### src/rtl/arbiter_wrr.sv
// Work-conserving weighted round-robin arbiter: a grantee keeps the grant for up
// to weight[i] acknowledged beats, then rotation moves on from its index.
module arbiter_wrr #(
  parameter  int VECTOR_IN = 8,
  parameter  int WEIGHT_W  = 4,
  localparam int ID_W      = $clog2(VECTOR_IN)
) (
  input  logic                          clk,
  input  logic                          reset,
  input  logic [VECTOR_IN-1:0]          request_vector,
  input  logic [VECTOR_IN*WEIGHT_W-1:0] weight,
  input  logic                          ack,
  output logic [VECTOR_IN-1:0]          grant,
  output logic                          grant_valid,
  output logic [ID_W-1:0]               grant_id
);

  localparam int SUM_W = ID_W + 1;

  // Registered state; grant_id_q doubles as the current grantee index.
  logic [VECTOR_IN-1:0] grant_q, grant_d;
  logic                 grant_valid_q, grant_valid_d;
  logic [ID_W-1:0]      grant_id_q, grant_id_d;
  logic [WEIGHT_W-1:0]  credit_q, credit_d;
  logic [ID_W-1:0]      last_q, last_d;

  logic [WEIGHT_W-1:0]  weight_arr [VECTOR_IN];
  logic [WEIGHT_W-1:0]  win_weight;
  logic [SUM_W-1:0]     search_idx;
  logic [ID_W-1:0]      win_id;
  logic                 found;
  logic                 hold;

  always_comb begin
    for (int i = 0; i < VECTOR_IN; i++) begin
      weight_arr[i] = weight[i*WEIGHT_W +: WEIGHT_W];
    end
  end

  // Rotating search starting just after last_q; last_q itself is tried last.
  always_comb begin
    found      = 1'b0;
    win_id     = '0;
    search_idx = '0;
    for (int off = 1; off <= VECTOR_IN; off++) begin
      search_idx = {1'b0, last_q} + SUM_W'(off);
      if (search_idx >= SUM_W'(VECTOR_IN)) begin
        search_idx = search_idx - SUM_W'(VECTOR_IN);
      end
      if (!found && request_vector[search_idx[ID_W-1:0]]) begin
        found  = 1'b1;
        win_id = search_idx[ID_W-1:0];
      end
    end
  end

  assign win_weight = weight_arr[win_id];

  // The final acknowledged beat releases the grant in the same edge, so the
  // next grantee appears without a bubble.
  assign hold = grant_valid_q && request_vector[grant_id_q] &&
                !(ack && (credit_q == WEIGHT_W'(1)));

  always_comb begin
    grant_d       = grant_q;
    grant_valid_d = grant_valid_q;
    grant_id_d    = grant_id_q;
    credit_d      = credit_q;
    last_d        = last_q;
    if (hold) begin
      if (ack) begin
        credit_d = credit_q - WEIGHT_W'(1);
      end
    end else if (found) begin
      grant_d         = '0;
      grant_d[win_id] = 1'b1;
      grant_valid_d   = 1'b1;
      grant_id_d      = win_id;
      credit_d        = (win_weight == '0) ? WEIGHT_W'(1) : win_weight;
      last_d          = win_id;
    end else begin
      grant_d       = '0;
      grant_valid_d = 1'b0;
      grant_id_d    = '0;
      credit_d      = '0;
    end
  end

  always_ff @(posedge clk or negedge reset) begin
    if (!reset) begin
      grant_q       <= '0;
      grant_valid_q <= 1'b0;
      grant_id_q    <= '0;
      credit_q      <= '0;
      last_q        <= ID_W'(VECTOR_IN - 1);
    end else begin
      grant_q       <= grant_d;
      grant_valid_q <= grant_valid_d;
      grant_id_q    <= grant_id_d;
      credit_q      <= credit_d;
      last_q        <= last_d;
    end
  end

  assign grant       = grant_q;
  assign grant_valid = grant_valid_q;
  assign grant_id    = grant_id_q;

endmodule

### config.mk
export PLATFORM = sky130hd
export DESIGN_NAME = arbiter_wrr
export DESIGN_NICKNAME = d
export VERILOG_FILES = /design/src/rtl/arbiter_wrr.sv
export SDC_FILE = /design/constraint.sdc
export NUM_CORES = 1
export LEC_CHECK = 0
export BUFFER_PORTS_ARGS = -buffer_cell sky130_fd_sc_hd__buf_2
export CAP_MARGIN = 20
export CORE_MARGIN = 4
export CORE_UTILIZATION = 30
export CTS_BUF_LIST = sky130_fd_sc_hd__clkbuf_8 sky130_fd_sc_hd__clkbuf_16
export DETAILED_ROUTE_END_ITERATION = 10
export PLACE_DENSITY = 0.48
export SYNTH_ARGS = -nofsm -noshare
export SYNTH_HDL_FRONTEND = slang
export SYNTH_SLANG_ARGS = --single-unit
### constraint.sdc
create_clock -name clk -period 6.2 [get_ports clk]
set_clock_uncertainty 0.2 [all_clocks]
set_input_delay 0 -clock clk [delete_from_list [all_inputs] [get_ports clk]]
set_output_delay 0 -clock clk [all_outputs]
set_load 0.02 [all_outputs]
==> flow_metrics.py <==
metrics = {
    "cts": {
        "tritoncts": "done",
        "clockBufferDepth": 2,
        "path_clk_slew_ns": 0.07,
        "ctsHoldBuffers": 2,
        "h-tree-depth": 1,
        "cts_inserted_buffers": 3,
        "clk_latency_ns": 0.25,
        "postCtsResizedCells": 0,
        "post_cts_buffers": 0,
        "cts_root_buf": "clkbuf_8",
        "cts.sinks": 19,
    },
    "finish": {
        "stdcell_count": 368,
        "fin_util_pct": 37.37,
        "diodes": 0,
        "fillCellCount": 742,
        "drive_above_1_share_pct": 34.56,
        "layout_commonest_cell": "buf_2",
        "final_cell_mix": "buf_2 (54), nand2_1 (20), nor2_1 (18), mux2i_1 (18), dfrtp_1 (16)",
        "layout.nets": 320,
        "multi_input_area_um2": 1593,
        "area_delta_synth_final_pct": 18.50,
        "seqCellArea_um2": 479.2,
    },
    "yosys": {
        "synth-seq-area-share_pct": 22.00,
        "syn_inst": 220,
        "syn_area_um2": 2178,
        "syn_nets": 267,
        "ys_async_sr_fraction_pct": 100.0,
        "synth_seq_cells": 19,
        "synth_edf_count": 0,
        "syn_avg_cell_area_um2": 9.902,
        "synth_ff_type": "dfrtp_1",
        "synthDistinctLibCells": 59,
        "ys_warn_count": 0,
    },
    "global_route": {
        "grt_pass1_wl_mm": 10.53,
        "grt.overflow.total": 0,
        "grt.total_usage_pct": 15.01,
        "antenna_found_initial": 0,
        "grt_pass1_vias": 2038,
        "grt_max_degree": 23,
    },
    "route": {
        "drcViolationCount": 0,
        "dr.pass1.iters": 4,
        "wirelength_mm": 6.559,
        "ant_nets": 0,
        "routed_via_density": 5.413,
        "dr_total_vias": 1992,
        "wl_per_cell_um": 17.82,
        "dr.first_iter.drc_count": 91,
    },
    "floorplan": {
        "die_h_um": 93.21,
        "num_rows": 30,
        "io_pins": 55,
        "core_um2": 6907,
        "die_w_um": 93.21,
        "dieArea_um2": 8688,
        "start_util_pct": 31.54,
    },
    "timing": {
        "setup_violations": 0,
        "tightest_slew_ns": 0.6818,
        "fmax_mhz": 201.3,
        "finalSetupTns_ns": 0,
        "min_period_ns": 4.968,
        "rsz0062_at_grt": "false",
        "fin_crit_sh_pct": 80.13,
        "maxSlewViolCount": 0,
        "relSlewSlack_pct": 54.50,
        "hold_violations": 0,
    },
    "place": {
        "portBuffers": 54,
        "dp_hpwl_mm": 5.075,
        "gp_congestion": 0.8358,
        "dp_cells": 362,
    },
    "setup_path": {
        "cp-end-kind": "flip-flop",
        "start_kind": "flip-flop",
        "crit_buf_inv": 1,
        "critPathTopFamily": "multiplexers",
        "critical_path_class": "flip-flop to flip-flop",
        "arrival_ns": 4.94,
        "cpMaxStageDelayCell": "dfstp_2",
        "r2r_start": "last_q[0]$_DFFE_PN1P_",
        "cp_max_fo": 22,
        "cpPeakStageDelay_ns": 0.86,
        "crit_path_frequent_cell": "a211o_1",
        "required_ns": 6.17,
        "crit_start": "last_q[0]$_DFFE_PN1P_",
        "crit_chain": "inv_1 > ha_1 > xnor2_1 > mux4_2 > nand4b_1 > a211o_1 > and3_1 > nor2_2 > mux4_1 > mux2_2 > a211o_1 > a31oi_1",
    },
    "flow_run": {
        "max_cap_violations": 0,
    },
    "min_path": {
        "hp-class": "input pin to async pin",
    },
    "status": {
        "outcome": "finished, final reports clean",
    },
}
[final timing paths]
kind                       cells past startpoint  slack (ns)                 endpoint
min in group clk                               5        0.07  credit_q[1]$_DFFE_PN0P_
max reg2reg                                   12        1.23  credit_q[0]$_DFFE_PN0P_
max in group asynchronous                      2        5.47    last_q[2]$_DFFE_PN1P_
max                                           12        1.23  credit_q[0]$_DFFE_PN0P_
min                                            2       0.007     grant[7]$_DFFE_PN0N_
min reg2reg                                    1        0.30     grant[3]$_DFFE_PN0N_
[sequential cells by signal, indices dropped and copies added (netlist names)]
register,cells
credit_q,4
grant_valid,1
grant,8
grant_id,3
last_q,3
[per-stage QoR]
step,hold slack [ns],instance area (um^2),setup slack (ns)
2_1_floorplan,-0.4956,2178,1.788
3_3_place_gp,-0.2354,2515,1.366
3_5_place_dp,-0.2358,2515,1.226
4_1_cts,0.01391,2581,1.216
5_1_grt,0.06795,2581,0.9059
6_report,0.006653,2581,1.232
[synth_stat cells, drive strengths merged, types with 3 or more instances]
cell type	number	area, um^2
xor2	3	33.79
o21ai	7	35.03
mux4	15	349.1
dfstp	3	78.83
a22o	8	70.07
dfrtp	16	400.4
nand2	20	75.07
o22ai	3	18.77
a22oi	3	22.52
a21boi	4	30.03
buf	8	57.55
a21oi	10	50.05
nand2b	3	18.77
a2111oi	4	37.54
nor2	19	73.82
xnor2	4	35.03
inv	12	45.04
o32ai	3	33.79
ha	4	50.05
nor3	5	30.03
and2	3	18.77
mux2	10	112.6
nand3	3	20.02
mux2i	19	202.7
nor2b	4	25.02
[routing by layer]
metal	wire length [um]	global-route usage, %	up-vias
li1	-	-	962
met1	3092	20.85	942
met3	400	3.138	8
met5	0	0	-
met2	2961	24.66	80
met4	104	1.954	0
[layout make-up]
| type | instances | share of cell area [%] |
|---|---|---|
| sequential | 19 | 18.57 |
| tap | 96 | 4.653 |
| inverter | 12 | 1.745 |
| timing repair buffer | 57 | 11.54 |
| clock inverter | 1 | 0.1939 |
| clock buffer | 3 | 1.600 |
| multi-input combinational | 180 | 61.71 |
[kinds of logic (layout without fill, tap and decap cells)]
logic type	Yosys count	in the layout	synth area share [%]
buffers and inverters	21	73	4.882
AO/OA/AOI/OAI	60	60	21.71
AND/OR/NAND/NOR	65	65	15.45
flip-flops	19	19	22.00
multiplexers	44	44	30.50
XOR/XNOR	7	7	3.159
adder cells (fa/ha/maj)	4	4	2.298
[worst register-to-register path, stage by stage, from the launching register on]
cell	delay [ns]
dfstp_2	0.86
inv_1	0.20
ha_1	0.33
xnor2_1	0.34
mux4_2	0.63
nand4b_1	0.20
a211o_1	0.34
and3_1	0.18
nor2_2	0.53
mux4_1	0.40
mux2_2	0.30
a211o_1	0.22
a31oi_1	0.16
Power is left out: the tool's default activity adds up to more than one toggle a clock period on the data nets, which glitch-free logic cannot reach.
